[src/rtl/bus_arbiter_nm.sv]
// N-master shared-bus arbiter with slave chip-select decode.
// Arbitration is fixed priority (master 0 highest) or round-robin. One command
// is accepted at a time, driven onto the shared bus for LATENCY cycles, and
// answered with a registered one-cycle response pulse to the granted master.
//
// Handshake: a master raises m_req with its command fields stable. The command
// is taken on the edge that raises m_gnt for one cycle. After that edge the
// master may drop m_req or change its fields. Exactly one m_rsp_valid pulse
// follows each grant, LATENCY+1 cycles after m_gnt. m_rdata and m_rsp_err are
// meaningful only in that cycle. A request still high after its response is
// treated as a new request.
module bus_arbiter_nm #(
    parameter int N_MASTERS = 3,
    parameter int N_SLAVES  = 3,
    parameter int ADR_W     = 32,
    parameter int DATA_W    = 32,
    parameter int SEL_LO    = 16,
    parameter int SEL_W     = 2,
    parameter int LATENCY   = 1,
    parameter int RR_MODE   = 0
) (
    input  logic                          clk,
    input  logic                          reset,
    input  logic [N_MASTERS-1:0]          m_req,
    input  logic [N_MASTERS*ADR_W-1:0]    m_adr,
    input  logic [N_MASTERS*DATA_W-1:0]   m_wdata,
    input  logic [N_MASTERS*DATA_W/8-1:0] m_wren,
    output logic [N_MASTERS-1:0]          m_gnt,
    output logic [N_MASTERS-1:0]          m_rsp_valid,
    output logic                          m_rsp_err,
    output logic [DATA_W-1:0]             m_rdata,
    output logic                          bus_op,
    output logic [ADR_W-1:0]              bus_adr,
    output logic [DATA_W-1:0]             bus_di,
    output logic [DATA_W/8-1:0]           bus_wren,
    output logic [N_SLAVES-1:0]           bus_cs,
    input  logic [DATA_W-1:0]             bus_do
);

    localparam int MIDX_W = (N_MASTERS > 1) ? $clog2(N_MASTERS) : 1;
    localparam int BE_W   = DATA_W / 8;

    typedef enum logic [1:0] {
        IDLE   = 2'd0,
        ACCESS = 2'd1,
        RESP   = 2'd2
    } state_t;

    // FSM state is a plain named signal so that checkers can bind to it.
    state_t state;
    state_t state_next;

    logic [MIDX_W-1:0] win;
    logic [MIDX_W-1:0] cand;
    logic [MIDX_W-1:0] g_q;
    logic [MIDX_W-1:0] rr_ptr;
    logic              any_req;
    logic [ADR_W-1:0]  adr_q;
    logic [DATA_W-1:0] wdata_q;
    logic [BE_W-1:0]   wren_q;
    logic [3:0]        count;
    logic              err_q;
    logic [SEL_W-1:0]  sel;
    logic              mapped;

    assign sel    = adr_q[SEL_LO +: SEL_W];
    assign mapped = (int'(sel) < N_SLAVES);

    // Winner selection: lowest index in fixed mode, first requester after the
    // round-robin pointer otherwise. Loops run from the far end so the last
    // assignment is the preferred candidate.
    always_comb begin
        win     = '0;
        cand    = '0;
        any_req = |m_req;
        if (RR_MODE != 0) begin
            for (int i = N_MASTERS; i >= 1; i--) begin
                cand = MIDX_W'((int'(rr_ptr) + i) % N_MASTERS);
                if (m_req[cand]) win = cand;
            end
        end else begin
            for (int i = N_MASTERS - 1; i >= 0; i--) begin
                cand = MIDX_W'(i);
                if (m_req[cand]) win = cand;
            end
        end
    end

    // State register.
    always_ff @(posedge clk) begin
        if (reset) state <= IDLE;
        else       state <= state_next;
    end

    // Next-state logic.
    always_comb begin
        state_next = state;
        case (state)
            IDLE:    if (any_req) state_next = ACCESS;
            ACCESS:  if (count == 4'd1) state_next = RESP;
            RESP:    state_next = IDLE;
            default: state_next = IDLE;
        endcase
    end

    // Command latch, access counter, response registers and RR pointer.
    always_ff @(posedge clk) begin
        if (reset) begin
            g_q         <= '0;
            rr_ptr      <= MIDX_W'(N_MASTERS - 1);
            adr_q       <= '0;
            wdata_q     <= '0;
            wren_q      <= '0;
            count       <= '0;
            err_q       <= 1'b0;
            m_gnt       <= '0;
            m_rsp_valid <= '0;
            m_rsp_err   <= 1'b0;
            m_rdata     <= '0;
        end else begin
            m_gnt       <= '0;
            m_rsp_valid <= '0;
            m_rsp_err   <= 1'b0;
            case (state)
                IDLE: begin
                    if (any_req) begin
                        g_q     <= win;
                        adr_q   <= m_adr[int'(win)*ADR_W +: ADR_W];
                        wdata_q <= m_wdata[int'(win)*DATA_W +: DATA_W];
                        wren_q  <= m_wren[int'(win)*BE_W +: BE_W];
                        m_gnt   <= N_MASTERS'(1) << win;
                        count   <= 4'(LATENCY);
                    end
                end
                ACCESS: begin
                    count <= count - 4'd1;
                    if (count == 4'd1) begin
                        m_rdata <= mapped ? bus_do : '0;
                        err_q   <= !mapped;
                    end
                end
                RESP: begin
                    m_rsp_valid <= N_MASTERS'(1) << g_q;
                    m_rsp_err   <= err_q;
                    rr_ptr      <= g_q;
                end
                default: ;
            endcase
        end
    end

    // Shared bus drive: only during ACCESS; byte enables only in the first
    // access cycle and never towards an unmapped slave.
    always_comb begin
        bus_op   = (state == ACCESS);
        bus_adr  = bus_op ? adr_q : '0;
        bus_di   = bus_op ? wdata_q : '0;
        bus_cs   = (bus_op && mapped) ? (N_SLAVES'(1) << sel) : '0;
        bus_wren = (bus_op && mapped && count == 4'(LATENCY)) ? wren_q : '0;
    end

endmodule

[config.mk]
export PLATFORM = sky130hd
export DESIGN_NAME = bus_arbiter_nm
export DESIGN_NICKNAME = d
export VERILOG_FILES = /design/src/rtl/bus_arbiter_nm.sv
export SDC_FILE = /design/constraint.sdc
export NUM_CORES = 1
export LEC_CHECK = 0
export CORE_UTILIZATION = 30
export CTS_BUF_LIST = sky130_fd_sc_hd__clkbuf_4 sky130_fd_sc_hd__clkbuf_8 sky130_fd_sc_hd__clkbuf_16
export CTS_CLUSTER_DIAMETER = 50
export DETAILED_ROUTE_END_ITERATION = 8
export DONT_BUFFER_PORTS = 1
export GPL_ROUTABILITY_DRIVEN = 1
export GPL_TIMING_DRIVEN = 0
export MAX_ROUTING_LAYER = met4
export PLACE_DENSITY_LB_ADDON = 0.25
export SYNTH_ARGS = -nofsm -noshare
export SYNTH_HDL_FRONTEND = slang
export SYNTH_SLANG_ARGS = --single-unit
[constraint.sdc]
create_clock -name clk -period 1.9 [get_ports clk]
set_input_delay 0.38 -clock clk [delete_from_list [all_inputs] [get_ports clk]]
set_output_delay 0.38 -clock clk [all_outputs]
set_load 0.02 [all_outputs]
-- Word level (Yosys, flattened, before mapping)
Cells that the tools add are included.
- add/sub/neg operators: 1
- magnitude comparators: 1
- equal/unequal tests: 5
- shift operators: 6
- multiplexer cells: 13
- bitwise logic cells: 3
- reduce and logical (&&, ||, !) cells: 12
- operators with widths (cell ; count):
    indexed part select 96 x 8 -> 32 bit ; 2
    two-way mux 32 bit ; 3
    indexed part select 12 x 5 -> 4 bit ; 1
    two-way mux 2 bit ; 5
    left shift 1 x 2 -> 3 bit, first input constant ; 3
    two-way mux 4 bit ; 2
    case mux 4 bit (2 select lines) ; 1
    AND reduction 2 bit ; 4
    OR reduction 3 bit ; 2
    equality test 4 x 1 -> 1 bit, second input constant ; 1
    case mux 2 bit (2 select lines) ; 1
    subtractor 4 x 1 -> 4 bit, second input constant ; 1
    two-way mux 3 bit ; 1
    inverter 1 bit ; 3
    equality test 2 x 1 -> 1 bit, second input constant ; 1
    equality test 2 bit, second input constant ; 1
    logical AND 1 bit ; 2
    logical NOT 2 bit ; 1
    < comparator 2 bit, second input constant ; 1
    != test 2 x 1 -> 1 bit, second input constant ; 1
    != test 2 bit, second input constant ; 1
    nonzero test 2 bit ; 1
    OR reduction 2 bit ; 1
    logical NOT 1 bit ; 1
- register bits: 116
- input port bits: 241
- logic and storage cells: 52

-- Depth between registers and ports, before layout
- depth after elaboration: 4
- mapped depth: 7

-- Worst setup path before layout
No wires, ideal clock.
- path type: reg-to-output
- start point: register state[0]
- end point: output bus_cs[1]
- data arrival time: 1.497 ns
- setup slack: 0.023 ns
- stages on the path, launching flop included: 7
- path buffers: 2
- cells stage by stage: dfxtp_1 > buf_2 > nand2b_1 > inv_1 > clkbuf_1 > and2_1 > nor2b_1
- longest elaborated chain between the ends: 3
- RTL lines (element ; line ; RTL):
    start, declared ; 50 ; state_t state;
    start signal, assigned ; 92 ; else state <= state_next;
    equality test 2 x 1 -> 1 bit ; 155 ; bus_op = (state == ACCESS);
    logical AND 1 bit ; 158 ; bus_cs = (bus_op && mapped) ? (N_SLAVES'(1) << sel) : '0;
    two-way mux 3 bit ; 158 ;
    end, declared ; 36 ; output logic [N_SLAVES-1:0] bus_cs,
No other way between the ends.

-- Final worst setup path
- start point: register count[1]
- end point: output bus_wren[0]
- longest elaborated chain between the ends: 3
- RTL lines (element ; line ; RTL):
    start, declared ; 61 ; logic [3:0] count;
    start signal, assigned ; 132 ; count <= 4'(LATENCY);
    start signal, assigned ; 136 ; count <= count - 4'd1;
    equality test 4 x 1 -> 1 bit ; 159 ; bus_wren = (bus_op && mapped && count == 4'(LATENCY)) ? wren_q : '0;
    logical AND 1 bit ; 159 ;
    two-way mux 4 bit ; 159 ;
    end, declared ; 35 ; output logic [DATA_W/8-1:0] bus_wren,
No other way between the ends.

==> metrics.log <==
[metrics] result of the run: finished with violations
[metrics] failing checks: setup timing
[metrics] net count after synthesis: 1145
[metrics] clock edge transition at the registers on the reported setup and hold paths: 0.07 ns
[metrics] worst hold path cell count: 2
[metrics] detail-routed via count per cell: 5.57
[metrics] leading cell type in the layout, fill and taps excluded: sky130_fd_sc_hd__dfxtp_1
[metrics] Clock Root Buffer: sky130_fd_sc_hd__clkbuf_16
[metrics] netlist area before placement: 7000 µm²
[metrics] Crit Path Class: reg2out
[metrics] data arrival time of the critical path: 1.79 ns
[metrics] final hold violation count: 0
[metrics] storage element area: 2330 µm²
[metrics] sum of net half-perimeters after detailed placement: 20900 µm
[metrics] number of iterations in the first detailed-routing pass: 5
[metrics] Die Ht: 155 µm
[metrics] static leakage: 3.23 nW
[metrics] setup repair after global routing missed its margin: true
[metrics] metal1 wirelength: 11600 µm
[metrics] Hold-fix buffers, CTS: 0
[metrics] commonest cells after routing, fill and taps aside: 110 x sky130_fd_sc_hd__dfxtp_1, 99 x sky130_fd_sc_hd__o21ai_0, 71 x sky130_fd_sc_hd__nor3b_1, 71 x sky130_fd_sc_hd__nor2_1
[metrics] boundary pin count: 352
[metrics] total via count after detailed routing: 7051
[metrics] R2R Setup Slk: 0.03 ns
[metrics] Initial Util: 0.307
[metrics] power density over the cells: 945 nW/µm²
[metrics] Reg2Reg Depth: 6
[metrics] fraction of the yosys area taken by sequential cells: 0.332
[metrics] setup violation total in the final timing report: 45
[metrics] startpoint type of the worst setup path: flip-flop
[metrics] measured slew at the worst slew-check pin: 0.640 ns
[metrics] aggregate routed wire length: 28600 µm
[metrics] post-route clock skew: 0.00924 ns
[metrics] Nets: 1182
[metrics] area taken by multi-input logic gates: 4480 µm²
[metrics] Max Fclk: 0.460 GHz
[metrics] headroom to the max-slew limit: 0.573
[metrics] utilization after layout: 0.381
[metrics] total met3 wirelength after detailed routing: 2190 µm
[metrics] Final Slew Violations: 0
[metrics] worst hold path startpoint: bus_do[16]
[metrics] count of mapped cells out of synthesis: 902
[metrics] Filler Cell Count: 2381
[metrics] Sink Count: 116
[metrics] worst supply voltage drop on vdd: 479 µV
[metrics] standard cell area after detailed placement: 7390 µm²
[metrics] count of buffers inserted at the top-level ports: 0
[metrics] fin area: 8680 µm²
[metrics] minimum hold slack: 0.105 ns
[metrics] library cells used by synthesis: 37
[metrics] capturing point of the worst reg2reg path: m_rdata[31]
[metrics] number of DRC markers in iteration 0: 437
[metrics] Worst EP required: 1.52 ns
[metrics] fraction of final layout cells sized beyond drive strength 1: 0.188
[metrics] synthesized flop and latch total: 116
[metrics] x dimension of the die: 155 µm
[metrics] clock latency on the worst-skew pair: 0.42 ns
[metrics] final critical path time including I/O delays and setup: 2.17 ns
[metrics] CTS tree: yes
[metrics] leading register cell type out of synthesis: sky130_fd_sc_hd__dfxtp_1
[metrics] total design power: 0.00820 W
[metrics] number of enable-type register cells in the synthesized netlist: 0
[metrics] reg-to-reg startpoint: count[1]
[metrics] number of buffers inserted during clock tree synthesis: 17
[metrics] worst-path maximum fanout: 4
[metrics] total of warnings raised by yosys: 0
[metrics] number of levels in the clock H-tree: 4
[metrics] placeable core region: 22800 µm²
[metrics] placed cells: 1215
[metrics] sum of overflow across all layers after global routing: 0
[metrics] pin count of the biggest net entering global routing: 17
[metrics] fraction of registers with async set/reset: 0
[metrics] number of buffers on the longest clock path: 2
[metrics] via count of the first global-routing pass: 7124
[metrics] DRC: 0
[metrics] detailed-route wire length per cell: 22.6 µm
[metrics] class of the most critical hold timing path: in2reg
[metrics] top routing layer in use: met4
[metrics] Die Outline Area: 23900 µm²
[metrics] met2 WL: 14300 µm
[metrics] Max-cap violations: 0
[metrics] average cell area after synthesis: 7.76 µm²
[metrics] overall track demand over capacity in global routing: 0.240
[metrics] gp weighted congestion: 0.852
[metrics] area added between synthesis and finish: 24.1%
[metrics] category of the worst setup path capture point: output pin
[metrics] initial antenna violation count: 1
[metrics] Hold Crit Endpoint: m_rdata[16]
[metrics] antenna-violating nets left: 0
[metrics] Core Rows: 55
[metrics] setup slack of the critical path after layout: -0.273 ns
[metrics] Cell Count, Final, Fillers Out: 1266
[metrics] period utilization: 1.14
[metrics] global-route wire length before repair: 42000 µm
## Yosys cell counts (3+ instances only)
master	n	area, µm²
sky130_fd_sc_hd__dfxtp_1	116	2320
sky130_fd_sc_hd__nand2_1	68	255
sky130_fd_sc_hd__nor2_1	72	270
sky130_fd_sc_hd__nand2b_1	3	18.8
sky130_fd_sc_hd__o21bai_1	68	510
sky130_fd_sc_hd__and2_1	65	407
sky130_fd_sc_hd__o21ai_0	99	495
sky130_fd_sc_hd__buf_2	26	130
sky130_fd_sc_hd__clkbuf_1	60	225
sky130_fd_sc_hd__buf_6	3	33.8
sky130_fd_sc_hd__nor4b_1	3	26.3
sky130_fd_sc_hd__inv_1	4	15.0
sky130_fd_sc_hd__nor3b_1	71	533
sky130_fd_sc_hd__and3_1	4	25.0
sky130_fd_sc_hd__nor3_1	3	15.0
sky130_fd_sc_hd__nand4_1	32	200
sky130_fd_sc_hd__o21ai_1	3	15.0
sky130_fd_sc_hd__buf_1	8	30.0
sky130_fd_sc_hd__a32o_1	68	681
sky130_fd_sc_hd__nor2b_1	70	438
sky130_fd_sc_hd__a21oi_1	36	180
## metrics by stage
| stage | TNS, ns | setup WS (ns) |
|---|---|---|
| finish | -2.02 | -0.273 |
| global route | -6.66 | -0.328 |
| CTS | -3.84 | -0.330 |
| detailed placement | -60.77 | -0.715 |
| global placement | -59.59 | -0.711 |
| floorplan | 0 | 0.0233 |
## power by group
group / switching (W) / internal [W] / total [W]
sequential: 0.000204 / 0.00267 / 0.00287
clock: 0.00130 / 0.00211 / 0.00341
combinational: 0.00108 / 0.000840 / 0.00192
## state kept, by name (all words and copies together), names as in the netlist, 2 cells and up
signal / cells
count: 4
wren_q: 4
m_rsp_valid: 3
wdata_q: 32
m_rdata: 32
m_gnt: 3
state: 2
adr_q: 32
g_q: 2
## cell type report
class,instances,share of cell area
tap,313,0.0451
clock buffer,18,0.0506
clock inverter,14,0.0202
timing repair buffer,20,0.0245
antenna,1,0.000288
sequential,116,0.269
multi-input combinational,685,0.516
buffer,95,0.0723
inverter,4,0.00231
## per-layer routing
| metal | up-vias | GRT usage |
|---|---|---|
| met5 | - | - |
| met2 | 340 | 0.404 |
| met3 | 42 | 0.0751 |
| met1 | 3364 | 0.269 |
| met4 | 0 | 0.0820 |
| li1 | 3305 | - |
## worst max path at each step
stage,from,end
after CTS,count[0],bus_wren[0]
final,count[1],bus_wren[0]
after detailed placement,state[0],bus_di[28]
after floorplan,state[0],bus_cs[1]
after global routing,count[1],bus_wren[0]
after global placement,state[0],bus_di[24]
## critical path, stage by stage (launching register included)
cell and delay (ns):
sky130_fd_sc_hd__dfxtp_2 0.32, sky130_fd_sc_hd__inv_2 0.07, sky130_fd_sc_hd__ha_4 0.12, sky130_fd_sc_hd__or3b_4 0.40, sky130_fd_sc_hd__nor2_4 0.18, sky130_fd_sc_hd__and3_4 0.28
## what timing repair did
item | CTS | global route
pin swaps | 47 | 4
gates resized for setup | 202 | 12
buffers inserted | 10 | 3
endpoints found under the hold margin | 0 | 0
cloned | 5 | 2
endpoints found under the setup margin | 101 | 101
## cells by family after synthesis
family,count (synthesis),synth area share
XOR/XNOR,1,0.00125
AO/OA/AOI/OAI,282,0.278
AND/OR/NAND/NOR,400,0.323
flip-flops,116,0.332
adder cells (fa/ha/maj),2,0.00358
buffers and inverters,101,0.0621
(Power assumes the default switching activity.)
